--- config.mk ---
export PLATFORM = sky130hd
export DESIGN_NAME = hram_responder
export DESIGN_NICKNAME = d
export VERILOG_FILES = /design/src/rtl/hram_pkg.sv /design/src/rtl/hram_127x8.sv /design/src/rtl/hram_responder.sv
export SDC_FILE = /design/constraint.sdc
export NUM_CORES = 1
export LEC_CHECK = 0
export ABC_AREA = 1
export ABC_CLOCK_PERIOD_IN_PS = 2900
export CAP_MARGIN = 40
export CELL_PAD_IN_SITES_DETAIL_PLACEMENT = 2
export CELL_PAD_IN_SITES_GLOBAL_PLACEMENT = 2
export CORE_ASPECT_RATIO = 2
export CORE_MARGIN = 2
export CORE_UTILIZATION = 42
export CTS_CLUSTER_DIAMETER = 50
export CTS_CLUSTER_SIZE = 16
export DETAILED_ROUTE_END_ITERATION = 8
export PLACE_DENSITY = 0.83
export SYNTH_ARGS = -nofsm -noshare
export SYNTH_HDL_FRONTEND = slang
export SYNTH_HIERARCHICAL = 1
export SYNTH_SLANG_ARGS = --single-unit
export TNS_END_PERCENT = 5
--- constraint.sdc ---
create_clock -name clk -period 2.9 [get_ports clk]
set_input_delay 0.58 -clock clk [delete_from_list [all_inputs] [get_ports clk]]
set_output_delay 0.58 -clock clk [all_outputs]
set_load 0.005 [all_outputs]
--- src/rtl/hram_pkg.sv ---
// Shared CPU bus definitions: the high-page window bounds, the T-cycle
// enumeration and the HRAM responder state enumeration.
package hram_pkg;

  localparam logic [15:0] HRAM_LO = 16'hFF80;
  localparam logic [15:0] HRAM_HI = 16'hFFFE;
  localparam logic [15:0] IE_ADR  = 16'hFFFF;

  typedef enum logic [1:0] {
    T1 = 2'd0,
    T2 = 2'd1,
    T3 = 2'd2,
    T4 = 2'd3
  } tstate_e;

  typedef enum logic [1:0] {
    IDLE  = 2'd0,
    READ  = 2'd1,
    WRITE = 2'd2
  } rstate_e;

  // T-state that follows t; T4 holds until the next t1 reloads T1.
  function automatic tstate_e t_advance(input tstate_e t);
    tstate_e n;
    case (t)
      T1:      n = T2;
      T2:      n = T3;
      T3:      n = T4;
      default: n = T4;
    endcase
    return n;
  endfunction

endpackage

--- src/rtl/hram_127x8.sv ---
// 127 x 8 high RAM: single port, synchronous write, registered read.
// Contents are deliberately not reset.
module hram_127x8 (
  input  logic       clk,
  input  logic       en,
  input  logic       we,
  input  logic [6:0] addr,
  input  logic [7:0] wdata,
  output logic [7:0] rdata
);

  logic [7:0] mem_r [0:126];

  // One access per cycle: a write wins, otherwise an enabled read is registered.
  always_ff @(posedge clk) begin
    if (we) begin
      mem_r[addr] <= wdata;
    end else if (en) begin
      rdata <= mem_r[addr];
    end
  end

endmodule

--- src/rtl/hram_responder.sv ---
// CPU bus responder for the high page: 127 bytes of HRAM at 0xFF80-0xFFFE
// and the 5-bit interrupt-enable register at 0xFFFF.
// The request is decoded in T1; reads drive din over T2-T4, writes commit
// on the edge ending T4. A new t1 before that edge aborts the access.
module hram_responder
  import hram_pkg::*;
(
  input  logic        clk,
  input  logic        reset,
  input  logic        t1,
  input  logic [15:0] adr,
  input  logic        rd,
  input  logic        wr,
  input  logic [7:0]  dout,
  output logic [7:0]  din,
  output logic        din_oe,
  output logic [4:0]  reg_ie,
  output logic        bus_err
);

  tstate_e    t_r;
  tstate_e    t_cur_s;
  tstate_e    t_next_s;
  rstate_e    state_r;
  rstate_e    state_next_s;

  logic       hram_hit_s;
  logic       ie_hit_s;
  logic       commit_s;
  logic       ie_sel_r;
  logic [6:0] idx_r;
  logic       din_oe_r;
  logic       bus_err_r;
  logic [4:0] ie_r;

  logic       mem_en_s;
  logic       mem_we_s;
  logic [6:0] mem_addr_s;
  logic [7:0] mem_rdata_s;

  assign hram_hit_s = (adr >= HRAM_LO) && (adr <= HRAM_HI);
  assign ie_hit_s   = (adr == IE_ADR);

  // Current T-state, request decode and end-of-T4 write commit.
  always_comb begin
    t_cur_s      = t_r;
    state_next_s = state_r;
    commit_s     = 1'b0;
    if (t1) begin
      t_cur_s = T1;
      if (rd && wr) begin
        state_next_s = IDLE;
      end else if ((hram_hit_s || ie_hit_s) && rd) begin
        state_next_s = READ;
      end else if ((hram_hit_s || ie_hit_s) && wr) begin
        state_next_s = WRITE;
      end else begin
        state_next_s = IDLE;
      end
    end else if (t_r == T4) begin
      commit_s     = (state_r == WRITE);
      state_next_s = IDLE;
    end else begin
      state_next_s = state_r;
    end
    t_next_s = t_advance(t_cur_s);
  end

  // T counter and responder state register.
  always_ff @(posedge clk or posedge reset) begin
    if (reset) begin
      t_r     <= T4;
      state_r <= IDLE;
    end else begin
      t_r     <= t_next_s;
      state_r <= state_next_s;
    end
  end

  // Request latch, output enables, error pulse and IE register.
  always_ff @(posedge clk or posedge reset) begin
    if (reset) begin
      ie_sel_r  <= 1'b0;
      idx_r     <= 7'd0;
      din_oe_r  <= 1'b0;
      bus_err_r <= 1'b0;
      ie_r      <= 5'd0;
    end else begin
      din_oe_r  <= (state_next_s == READ);
      bus_err_r <= t1 & rd & wr;
      if (t1) begin
        ie_sel_r <= ie_hit_s;
        idx_r    <= adr[6:0];
      end
      if (commit_s && ie_sel_r) begin
        ie_r <= dout[4:0];
      end
    end
  end

  // The window starts on a 128-byte boundary, so the HRAM index is adr[6:0].
  assign mem_en_s   = t1 & hram_hit_s & rd & ~wr;
  assign mem_we_s   = commit_s & ~ie_sel_r;
  assign mem_addr_s = t1 ? adr[6:0] : idx_r;

  hram_127x8 u_hram (
    .clk   (clk),
    .en    (mem_en_s),
    .we    (mem_we_s),
    .addr  (mem_addr_s),
    .wdata (dout),
    .rdata (mem_rdata_s)
  );

  assign din     = din_oe_r ? (ie_sel_r ? {3'b111, ie_r} : mem_rdata_s) : 8'hFF;
  assign din_oe  = din_oe_r;
  assign bus_err = bus_err_r;
  assign reg_ie  = ie_r;

endmodule

== Yosys cells after proc, flatten, opt, wreduce, memory -nomap -nowiden ==
Memory sizes are Yosys's and may differ from the RTL's. A register that Yosys moved wholly into a read port is not among the register bits.
Index checks and enable logic that the tools add are counted.

* Memory bits (writable): 1016
* Register bits after elaboration: 19
* Word-level logic and storage cells: 46
* Memories kept: 1
* Bits of input ports: 29

{| class="wikitable"
|+ Memory list
! memory !! words !! bits a word !! read ports !! clocked after Yosys merged registers in !! write ports !! line !! text
|-
| u_hram.mem_r || 127 || 8 || 1 || 1 || 1 || hram_127x8.sv:12 || <nowiki>logic [7:0] mem_r [0:126];</nowiki>
|}

* Mux-type cells: 14
* Reduce and logical (&&, ||, !) cells: 8
* Bitwise operators: 9
* Eq/ne operators: 5
* Order comparisons: 2

{| class="wikitable"
|+ Operators with widths
! kind !! number
|-
| $eq A16 B16 Y1 const B || 1
|-
| $ge A16 B16 Y1 const B || 1
|-
| $le A16 B16 Y1 const B || 1
|-
| $mux W8 || 2
|-
| $mux W2 || 6
|-
| $mux W7 || 1
|-
| $and A1 B1 Y1 || 6
|-
| $logic_and A1 B1 Y1 || 5
|-
| $eq A2 B1 Y1 const B || 2
|-
| $eq A2 B2 Y1 const B || 2
|-
| $mux W1 || 4
|-
| $pmux W2 S2 || 1
|-
| $not A1 Y1 || 3
|-
| $logic_not A2 Y1 || 1
|-
| $reduce_and A2 Y1 || 1
|-
| $logic_or A1 B1 Y1 || 1
|}

== Logic depth before layout (Yosys ltp) ==
* Depth after elaboration: 9
* Gate-level depth with buffers: 21

== By module ==
Netlist, hierarchy kept.

{| class="wikitable"
|+ Modules (own cells, without submodules)
! module !! area each (um2) !! cells an instance !! seq. area each (um2) !! instances
|-
| hram_127x8 || 43895.8 || 4377 || 30749.5 || 1
|-
| hram_responder || 963.4 || 117 || 478.0 || 1
|}

== Worst setup path before layout ==
Ideal clock, no wire load.

* Path type: input -> register
* From: input port t1
* To: memory u_hram.mem_r[73][0], enable pin
* Data arrival time: 2.409 ns
* Buffers on the path: 4
* Setup time: 0.383 ns
* Required time: 2.517 ns
* Cell stages on the path: 12
* Path slack: 0.107 ns
* Cells stage by stage: buf_4 inv_2 buf_6 nand2_1 nand2_1 buf_4 buf_4 nor2_2 inv_1 nor2_1 inv_1 nor3_1

{| class="wikitable"
|+ RTL lines
! what !! line !! text
|-
| start: declaration || hram_responder.sv:10 || <nowiki>input logic t1,</nowiki>
|-
| $mux W7 || n/a ||
|-
| named net mem_addr_s[1] || hram_responder.sv:38 || <nowiki>logic [6:0] mem_addr_s;</nowiki>
|-
| end: declaration || hram_127x8.sv:12 ||
|}

The timed path passes the listed nets, and every way through them passes these cells.

== Worst setup path in the final report ==
* From: input port t1
* To: memory u_hram.mem_r[11][3], enable pin

The elaborated chain is that of the path after synthesis.

==> summary.txt <==
Setup path
  • Buffer and inverter count on the worst path: 7
  • RR Startpoint: idx_r[6]$_DFF_PP0_
  • Crit path max fanout: 8
  • Critical Path, Cell by Cell: dlygate4sd2_1 -> inv_2 -> buf_4 -> nand2_1 -> nand2_1 -> nor2_1 -> inv_1 -> nor2_1 -> inv_1 -> buf_4 -> nor2_1 -> buf_4
  • CP delay by family, top: buffers and inverters
  • Setup crit start kind: input pin
  • CP Class: in -> reg
  • Critical Path End Type: flip-flop
  • Arrival time worst endpoint: between 3000 and 4000 ps
  • Crit path largest cell delay: about 600 ps
  • Crit path from: t1
  • Critical path's slowest cell: nor2_1
  • Critical Path RT: between 3000 and 4000 ps

Routing
  • Routed vias/inst: ~5.8
  • Met3 wire length: between 10 and 15 mm
  • WL/cell: ~32 um
  • First DRT Iteration DRCs: ~3000
  • Antenna viol nets, final: 0
  • Via total after detailed routing: roughly 36000
  • Drt pass-1 iters: 6
  • Total wire length: roughly 200 mm
  • Met2 routed WL: between 100 and 150 mm
  • Met1 WL: about 67 mm
  • Top layer in use: met5
  • DRC: 0

Yosys
  • Yosys warning total: 6
  • Register area share after synthesis: slightly below 70%
  • Synth area leaders: edfxtp_1 69%, nand2_1 24%, nor2_1 2.1%
  • Gate Count Post-Synth: around 4500
  • Primary FF master, synth: edfxtp_1
  • Syn_nets: 4523
  • Mapped cell area: between 40000 and 50000 um2
  • Top cell type's share of synthesized area: between 60% and 70%
  • Largest area contributor in the netlist: edfxtp_1
  • Synth Area per Inst: 9.98 um2
  • Distinct cell type count after synthesis: 28
  • FF+latch count, synth: 1043
  • Ys async rst share: under 10%
  • Post-synth EDFFs: roughly 1000

Timing
  • Final Hold Fails: 0
  • Crit path setup slack, layout: -118 ps
  • RSZ-0062 raised after global routing: true
  • Worst-margin pin slew: 862 ps
  • Setup violators final: 17
  • Slew Limit Headroom: roughly 42%
  • Smallest hold slack: between 150 and 200 ps
  • Tcrit/Tclk final: 104%
  • Final Skew: just under 40 ps
  • Max Fclk: between 0.3 and 0.4 GHz
  • Max-slew violations: 0
  • Final min period: around 3000 ps

GRT
  • Total congestion overflow: 0
  • Pin count of the biggest net entering global routing: between 90 and 100
  • Vias in the first global route: 41300
  • Total track usage: about 36%
  • First-pass GRT wire length: just under 300 mm
  • Antenna violations before repair: 6

Final layout
  • Area Overhead vs Synth: 16.1%
  • Commonest non-fill, non-tap cell in the layout: nand2_1
  • Layout cells sized above 1: between 10% and 20%
  • Commonest non-fill, non-tap cells in the layout: 2806 x nand2_1, 1024 x edfxtp_1, 340 x buf_4
  • Layout Nets: around 4800
  • Finished Core Util: around 49%

CTS
  • CTS root buf: clkbuf_16
  • Reg clk slew, reported paths: 80 ps
  • Clk_lat worst skew: 730 ps
  • Cts hold-fix bufs: 0
  • Clk sinks: approximately 1000
  • Htree depth: 3
  • CTS tree: yes
  • Clock Path Buffers: 3
  • Num CTS Buffers: between 80 and 90

Run
  • MaxCap Viol Count: 0

Place
  • Detail Placement HPWL: 119 mm
  • Routability cong.: between 0.8 and 0.9
  • Pre-CTS setup slack: -949 ps
  • IO buf count: 43

Floorplanning
  • Rows: 169
  • Die width: approximately 240 um
  • DIE AREA: roughly 110000 um2
  • Starting Density: a little over two fifths
  • Die Y-Extent: between 400 and 500 um
  • CORE AREA: between 100000 and 150000 um2
  • IO Pins: 44

Outcome
  • Violated checks: setup timing
  • Status: finished, violations left

Hold path
  • HP Class: in -> reg
  • Worst hold path startpoint: dout[4]

Pwr
  • Peak supply drop: roughly 0.00053 V
  • Pwr dens: 623 nW/um2
  • P_leak: around 22 nW
final timing paths:
path	end	slack [ps]	cells past startpoint
max in group asynchronous	ie_sel_r$_DFFE_PP0P_	1970	2
setup / recovery	u_hram/mem_r[11][3]$_DFFE_PP_	-120	12
hold / removal	u_hram/mem_r[50][4]$_DFFE_PP_	180	1
setup reg to reg	u_hram/mem_r[11][3]$_DFFE_PP_	-10	9
min in group asynchronous	reg_ie[3]$_DFFE_PP0P_	340	2
hold reg to reg	t_r[0]$_DFF_PP1_	520	1
state kept, by name, indices dropped and copies added, names as in the netlist, 2 cells and up:
signal / count
idx_r: 7
reg_ie: 5
state_r: 2
t_r: 2
u_hram/mem_r: 1016
u_hram/rdata: 8
logic make-up (layout without fill, tap and decap cells):
group / count (synthesis) / count (layout) / share of synthesized area (%)
compound gates: 8 / 8 / 0.0948
buf+inv: 309 / 649 / 3.67
flops: 1043 / 1043 / 69.6
mux: 5 / 5 / 0.167
other cells: 0 / 1 / 0
simple gates: 3129 / 3129 / 26.5
per-stage QoR:
stage	power, mW	instances	setup TNS [ps]	instance area (um2)
detailed placement	20.8	6076	-510920	49500
finish	32.4	6203	-1010	52100
floorplan	18.8	4494	0	44900
global placement	20.5	6073	-399630	49400
CTS	32.5	6201	0	52000
global route	33.2	6203	-10.2	52100
worst register-to-register path, stage by stage (launching register included):
cell and delay (ps):
dfrtp_1 370, nand2_1 90, nand2_1 100, nor2_1 350
inv_1 160, nor2_1 600, inv_1 230, buf_4 250
nor2_1 210, buf_4 250
synth_stat cells (4+ instances only):
master    number
nand2_1     2815
clkbuf_1      36
nor2_1       250
edfxtp_1    1024
buf_1         13
a21oi_1        4
buf_2        100
buf_4         46
nor3_1         5
inv_1         85
buf_6         25
dfrtp_1       17
mux2_4         5
nand3_1       44
or2_1          4
layer usage:
layer,vias up,track usage [%]
li1,15000,-
met1,18600,37.7
met2,1670,65.3
met3,799,5.62
met4,4,28.9
met5,-,0
area by class of cell:
cell class | count | area [um2]
antenna | 1 | 2.50
inverter | 89 | 357
clock buffer | 95 | 2100
clock inverter | 25 | 334
sequential | 1043 | 31200
multi-input combinational | 3142 | 12100
tap | 1368 | 1710
timing repair buffer | 440 | 4210
fill | 10800 | 53900
timing repair:
| item | CTS | global route |
|---|---|---|
| pin swaps | 2 | 2 |
| gates cloned | 1 | 0 |
| endpoints found under the hold margin | 0 | 0 |
| resized for setup | 22 | 17 |
| setup buffers | 4 | 0 |
| endpoints found under the setup margin | 262 | 21 |
report_power, final:
part / leakage, nW / internal (mW) / switching [mW]
Combinational: 11.4 / 1.12 / 3.20
Sequential: 9.45 / 16.5 / 0.00815
Clock: 1.19 / 5.66 / 5.92
Total: 22.1 / 23.3 / 9.12
Note: power is estimated with default switching activity, not from simulation.
